### src/rtl/button_event_gen.sv
`default_nettype none
// =============================================================================
// Module   : button_event_gen
// Summary  : Turns five debounced button levels into queued press events (and,
//            with BUTTON_EVT_REPEAT_EN defined, hold-to-repeat events) that are
//            presented one at a time on a valid/ready port.
// Revision : 1.0 - initial release
// =============================================================================
module button_event_gen #(
  parameter int unsigned HOLD_DELAY    = 50000000,
  parameter int unsigned REPEAT_PERIOD = 10000000,
  parameter int unsigned CNT_W         = 26
) (
  input  logic       clk,
  input  logic       rst,
  input  logic       right,
  input  logic       down,
  input  logic       left,
  input  logic       up,
  input  logic       center,
  output logic       evt_valid,
  input  logic       evt_ready,
  output logic [2:0] evt_code,
  output logic       evt_rpt,
  output logic       evt_drop,
  output logic [4:0] held
);

  localparam int C_NBTN = 5;

  // Empty on legal settings; the condition keeps the ranges visible at elaboration.
  if ((HOLD_DELAY < 2) || (REPEAT_PERIOD < 1) || (CNT_W < 1)) begin : g_param_range_bad
  end

  logic [4:0] w_level;
  logic [4:0] w_press;
  logic [4:0] w_rpt_ev;
  logic [4:0] w_evt;
  logic [4:0] w_clr;
  logic       w_load;
  logic       w_any_pend;
  logic [2:0] w_win_idx;
  logic       w_win_kind;

  logic [4:0] prev_q;
  logic [4:0] pend_q, pend_d;
  logic       evt_valid_q, evt_valid_d;
  logic [2:0] evt_code_q, evt_code_d;
  logic       evt_rpt_q, evt_rpt_d;
  logic       evt_drop_q, evt_drop_d;

  assign w_level    = {center, up, left, down, right};
  assign w_press    = w_level & ~prev_q;
  assign w_evt      = w_press | w_rpt_ev;
  assign w_load     = ~evt_valid_q | evt_ready;
  assign w_any_pend = |pend_q;

  // Lowest pending index wins; scanning downward lets the last hit stand.
  always_comb begin
    w_win_idx = 3'd0;
    for (int i = C_NBTN - 1; i >= 0; i--) begin
      if (pend_q[i]) begin
        w_win_idx = 3'(i);
      end
    end
  end

  assign w_clr = (w_load && w_any_pend) ? (5'b00001 << w_win_idx) : 5'b00000;

  // A slot that is being emptied this cycle may be refilled; otherwise the
  // older event is kept and the newer one is discarded.
  always_comb begin
    pend_d     = pend_q;
    evt_drop_d = 1'b0;
    for (int i = 0; i < C_NBTN; i++) begin
      if (w_evt[i]) begin
        if (pend_q[i] && !w_clr[i]) begin
          evt_drop_d = 1'b1;
        end else begin
          pend_d[i] = 1'b1;
        end
      end else if (w_clr[i]) begin
        pend_d[i] = 1'b0;
      end
    end
  end

  always_comb begin
    evt_valid_d = evt_valid_q;
    evt_code_d  = evt_code_q;
    evt_rpt_d   = evt_rpt_q;
    if (w_load) begin
      evt_valid_d = w_any_pend;
      if (w_any_pend) begin
        evt_code_d = w_win_idx;
        evt_rpt_d  = w_win_kind;
      end
    end
  end

`ifdef BUTTON_EVT_REPEAT_EN
  localparam logic [CNT_W-1:0] C_HOLD_LOAD = CNT_W'(HOLD_DELAY - 1);
  localparam logic [CNT_W-1:0] C_RPT_LOAD  = CNT_W'(REPEAT_PERIOD - 1);

  logic [4:0] kind_q, kind_d;

  for (genvar g = 0; g < C_NBTN; g++) begin : g_hold
    logic [CNT_W-1:0] cnt_q, cnt_d;
    logic             rpt_fire;

    // Counts down while held; a zero count on a held cycle fires a repeat.
    always_comb begin
      cnt_d    = cnt_q;
      rpt_fire = 1'b0;
      if (!w_level[g]) begin
        cnt_d = '0;
      end else if (!prev_q[g]) begin
        cnt_d = C_HOLD_LOAD;
      end else if (cnt_q == '0) begin
        rpt_fire = 1'b1;
        cnt_d    = C_RPT_LOAD;
      end else begin
        cnt_d = cnt_q - CNT_W'(1);
      end
    end

    always_ff @(posedge clk) begin
      if (rst) begin
        cnt_q <= '0;
      end else begin
        cnt_q <= cnt_d;
      end
    end

    assign w_rpt_ev[g] = rpt_fire;
  end

  always_comb begin
    kind_d = kind_q;
    for (int i = 0; i < C_NBTN; i++) begin
      if (w_evt[i] && !(pend_q[i] && !w_clr[i])) begin
        kind_d[i] = w_rpt_ev[i];
      end
    end
  end

  always_ff @(posedge clk) begin
    if (rst) begin
      kind_q <= '0;
    end else begin
      kind_q <= kind_d;
    end
  end

  assign w_win_kind = kind_q[w_win_idx];
`else
  assign w_rpt_ev   = 5'b00000;
  assign w_win_kind = 1'b0;
`endif

  always_ff @(posedge clk) begin
    if (rst) begin
      prev_q      <= '0;
      pend_q      <= '0;
      evt_valid_q <= 1'b0;
      evt_code_q  <= 3'd0;
      evt_rpt_q   <= 1'b0;
      evt_drop_q  <= 1'b0;
    end else begin
      prev_q      <= w_level;
      pend_q      <= pend_d;
      evt_valid_q <= evt_valid_d;
      evt_code_q  <= evt_code_d;
      evt_rpt_q   <= evt_rpt_d;
      evt_drop_q  <= evt_drop_d;
    end
  end

  assign evt_valid = evt_valid_q;
  assign evt_code  = evt_code_q;
  assign evt_rpt   = evt_rpt_q;
  assign evt_drop  = evt_drop_q;
  assign held      = prev_q;

endmodule
`default_nettype wire

### config.mk
export PLATFORM = sky130hd
export DESIGN_NAME = button_event_gen
export DESIGN_NICKNAME = d
export VERILOG_FILES = /design/src/rtl/button_event_gen.sv
export SDC_FILE = /design/constraint.sdc
export NUM_CORES = 1
export LEC_CHECK = 0
export ABC_AREA = 0
export BUFFER_PORTS_ARGS = -buffer_cell sky130_fd_sc_hd__buf_4
export CAP_MARGIN = 20
export CORE_AREA = 8 8 45 47
export DETAILED_ROUTE_END_ITERATION = 10
export DIE_AREA = 0 0 53 55
export PLACE_DENSITY = 0.7
export SLEW_MARGIN = 20
export SYNTH_ARGS = -nofsm -noshare
export SYNTH_HDL_FRONTEND = slang
export SYNTH_SLANG_ARGS = --single-unit
### constraint.sdc
create_clock -name clk -period 3.01 [get_ports clk]
set_input_delay 0.602 -clock clk [delete_from_list [all_inputs] [get_ports clk]]
set_output_delay 0.602 -clock clk [all_outputs]
set_load 0.1 [all_outputs]
-- After elaboration in Yosys (flattened, before gate mapping)
Index checks and enable logic that the tools add are counted.
- output and inout port bits: 11
- input bits: 8
- bits in registers: 15
- logic and storage cells: 73
- reduce and logical (&&, ||, !) cells: 23
- equal/unequal tests: 5
- shifts and indexed selects: 1
- bitwise gates (word level): 4
- mux-type cells: 31
- operator list (cell ; number):
    $mux W1 ; 25
    $mux W3 ; 5
    $reduce_and A2 Y1 ; 6
    $ne A2 B2 Y1 const B ; 5
    $reduce_bool A2 Y1 ; 5
    $logic_and A1 B1 Y1 ; 6
    $and A5 B5 Y5 ; 1
    $logic_not A1 Y1 ; 5
    $mux W5 ; 1
    $not A5 Y5 ; 1
    $reduce_or A5 Y1 ; 1
    $shl A1 B3 Y5 const A ; 1
    $not A1 Y1 ; 1
    $or A1 B1 Y1 ; 1

-- Longest topological paths before layout
- depth after elaboration: 19
- gate-level depth with buffers: 4

-- Worst setup path before layout
No wires, ideal clock.
- path kind: register to register
- start point: register evt_valid_q (netlist: evt_valid)
- end point: register evt_drop_q (netlist: evt_drop)
- setup slack: 1170 ps
- arrival time: 1766 ps
- data required time: 2936 ps
- path buffers: 0
- stages on the path, launching flop included: 5
- path through: dfxtp_1 -> and2b_1 -> o21ai_0 -> or2_2 -> a31oi_1
- word-level cells in the longest chain between the ends: 16
- elaborated cells between the ends (all ways): 24
- classes of those cells: mux (11); bitwise (2); reduce/logical (11)
- ends and longest elaborated chain (what ; line ; RTL):
    start: declaration ; 47 ; logic evt_valid_q, evt_valid_d;
    start signal: assignment ; 172 ; evt_valid_q <= evt_valid_d;
    $not A1 Y1 (*) ; 55 ; assign w_load = ~evt_valid_q | evt_ready;
    $or A1 B1 Y1 (*) ; 55 ;
    $logic_and A1 B1 Y1 (*) ; 68 ; assign w_clr = (w_load && w_any_pend) ? (5'b00001 << w_win_idx) : 5'b00000;
    $mux W5 (*) ; 68 ;
    $logic_not A1 Y1 ; 77 ; if (pend_q[i] && !w_clr[i]) begin
    $logic_and A1 B1 Y1 ; 77 ;
    $mux W1 ; 77 ;
    $mux W1 ; 76 ; if (w_evt[i]) begin
    $mux W1 ; 77 ;
    $mux W1 ; 76 ;
    $mux W1 ; 77 ;
    $mux W1 ; 76 ;
    $mux W1 ; 77 ;
    $mux W1 ; 76 ;
    $mux W1 ; 77 ;
    $mux W1 (*) ; 76 ;
    end signal: assignment ; 175 ; evt_drop_q <= evt_drop_d;
    end: declaration ; 50 ; logic evt_drop_q, evt_drop_d;
Mark *: on every way between the ends. The rest lies on a longest branch, timed or not.
A chain may end at the register's enable or synchronous reset.

-- Worst setup path in the final report
- start point: register evt_valid_q (netlist: evt_valid)
- end point: output evt_valid
- RTL lines (what ; line ; RTL):
    end: declaration ; 21 ; output logic evt_valid,
No word-level cell between the ends.

==> run_results.csv <==
group,metric,value,unit
worst_setup_path,path_class,"flip-flop to output pin",
worst_setup_path,r2r_slack,1.63,ns
clocking,cts_root_buf,"clkbuf_4",
routing,drt_first_pass_iters,2,
routing,vias,463,
clocking,tritoncts,"built",
global_route,antenna_found_initial,0,
placed_design,post-place-ws,1.35,ns
worst_setup_path,critPathBufInv,1,
placed_design,place_hpwl,819,um
yosys,syn_inst,60,
routing,routedWlPerCell,10.8,um
floorplan,initial_core_util,41.5,%
timing,hold_violations,0,
global_route,grt_pass1_vias,444,
worst_setup_path,critPathRequiredTime,2.41,ns
placed_design,place.gp.congestion,0.714,
timing,min_period_over_period,50.8,%
floorplan,rows,14,
worst_setup_path,cp_data_arrival_time,0.93,ns
clocking,cts_sinks,15,
timing,setup_viol,0,
timing,finalCriticalPeriod,1.53,ns
global_route,track_usage,8.55,%
final_layout,drive_above_1_share,32.9,%
worst_setup_path,endpoint_kind,"output pin",
yosys,synth.distinct_cells,24,
routing,ant_nets,0,
clocking,clockBufferDepth,2,
routing,drtIter0Drc,1,
clocking,worstSkewPairLatency,0.28,ns
final_layout,final_nets,88,
worst_setup_path,crit_family,"flip-flops",
floorplan,core_area,0.00138,mm2
timing,rsz0062_at_grt,"no",
yosys,yosys_warnings,0,
clocking,cts_hold_buffers,0,
routing,finalWirelength,1030,um
yosys,synth.net_count,68,
yosys,ys_top_cells_by_area,"dfxtp_1 52%, nand2b_1 6.5%, a21oi_1 6.1%",
pwr,power_density,637,mW/mm2
pwr,power,0.469,mW
pwr,vdd_drop_max,370,uV
floorplan,top_level_ports,19,
timing,fin_worst_skew,0.00143,ns
timing,fmax,0.654,GHz
timing,setup_tns,0,ns
flow_run,max_cap_violations,0,
yosys,ys_seq_area_share,52.3,%
run_status,outcome,"finished clean",
global_route,gr-total-overflow,0,
timing,fin_hold_ws,0.462,ns
yosys,synth_top_area_share,52.3,%
yosys,synth_area_per_cell,9.57,um2
routing,drc,0,
timing,worst_slack,1.48,ns
worst_setup_path,crit_path_cell_trace,"buf_4",
global_route,grt_start_max_net_pins,16,
final_layout,area_growth,28.1,%
clocking,ctsResizeCount,0,
clocking,post_cts_buffers,0,
floorplan,die_w,53,um
yosys,ys_seq_elements,15,
clocking,clkTransAtPathRegs,0.08,ns
yosys,synth_area,574,um2
global_route,grt_pass1_wl,1830,um
worst_setup_path,startpoint_type,"flip-flop",
worst_setup_path,path_max_fanout,3,
final_layout,fill_cells,137,
pwr,p_leak,0.311,nW
timing,final_max_slew_viol_count,0,
clocking,htreeDepth,1,
placed_design,port_buffers,17,
routing,viasPerCell,4.87,
yosys,synth_top_cell_by_area,"dfxtp_1",
worst_setup_path,cp_slowest_cell,"dfxtp_1",
floorplan,fp.dieArea,0.00292,mm2
final_layout,n_antenna_cell,0,
worst_setup_path,max_stage_delay,0.35,ns
floorplan,fp.dieH,55,um
min_path,hold_path_class,"flip-flop to flip-flop",
clocking,cts_buffers,3,
## final cells by class
type                            count  area [um2]  area share (%)
Sequential cell                    15         300            40.8
Multi-Input combinational cell     42         258            35.0
Timing Repair Buffer               17         128            17.3
Clock buffer                        4        26.3            3.57
Tap cell                           16        20.0            2.72
Inverter                            1        3.75           0.510
## cells in the mapped netlist, drive strengths merged
library cell  instances
a211oi                1
a21oi                 8
a2bb2oi               2
a31oi                 1
and2b                 1
buf                   2
conb                  1
dfxtp                15
inv                   1
nand2                 3
nand2b                6
nor2                  4
nor2b                 5
nor3                  1
o21ai                 3
o22a                  1
o41ai                 1
or2                   1
or3                   2
or4                   1
## where the power goes
part	internal [mW]	switching, mW	total, mW
Combinational	0.0366	0.0961	0.133
Clock	0.0515	0.0624	0.114
Sequential	0.212	0.00960	0.222
Total	0.300	0.168	0.469
## layout by cell type, fill, tap and decap left out, types with 2 or more instances in the layout
cell type   n
nand2_1     3
clkbuf_4    3
buf_4      17
a21oi_1     7
dfxtp_1    15
nor2_1      4
o21ai_2     2
nand2b_1    6
nor2b_1     5
a2bb2oi_1   2
## per-stage QoR
stage	area [um2]	utilization, %	instances
2_1_floorplan	574	-	60
3_3_place_gp	709	51.3	91
3_5_place_dp	709	51.3	91
4_1_cts	736	53.2	95
5_1_grt	736	53.2	95
6_report	736	53.2	95
## final timing paths
path                    start  cells past startpoint          end
hold reg to reg   evt_code[0]                      2  evt_code[0]
setup reg to reg    pend_q[3]                      4  evt_code[0]
setup / recovery    evt_valid                      1    evt_valid
hold / removal    evt_code[0]                      2  evt_code[0]
## flip-flops by register name, indices dropped and copies added (netlist names)
register	cells
evt_code	3
pend_q	5
evt_valid	1
evt_drop	1
held	5
## logic make-up (layout without fill, tap and decap cells)
kind of cell	count (synthesis)	count (layout)	synth area share, %
and+or+nand+nor	24	24	24.2
AOI/OAI and AO/OA	17	17	20.0
DFF	15	15	52.3
buffers and inverters	3	22	2.83
other	1	1	0.653
## per-layer routing
metal  global-route usage [%]  vias up  part of all wire [%]  wire, um
met1                     10.6      198                    49       501
met5                        0        -                     0         0
li1                         -      244                     -         -
met4                     6.47        0                   2.6        27
met2                     10.5       18                    38       395
met3                     4.81        3                    10       105
Note: power is estimated with default switching activity, not from simulation.
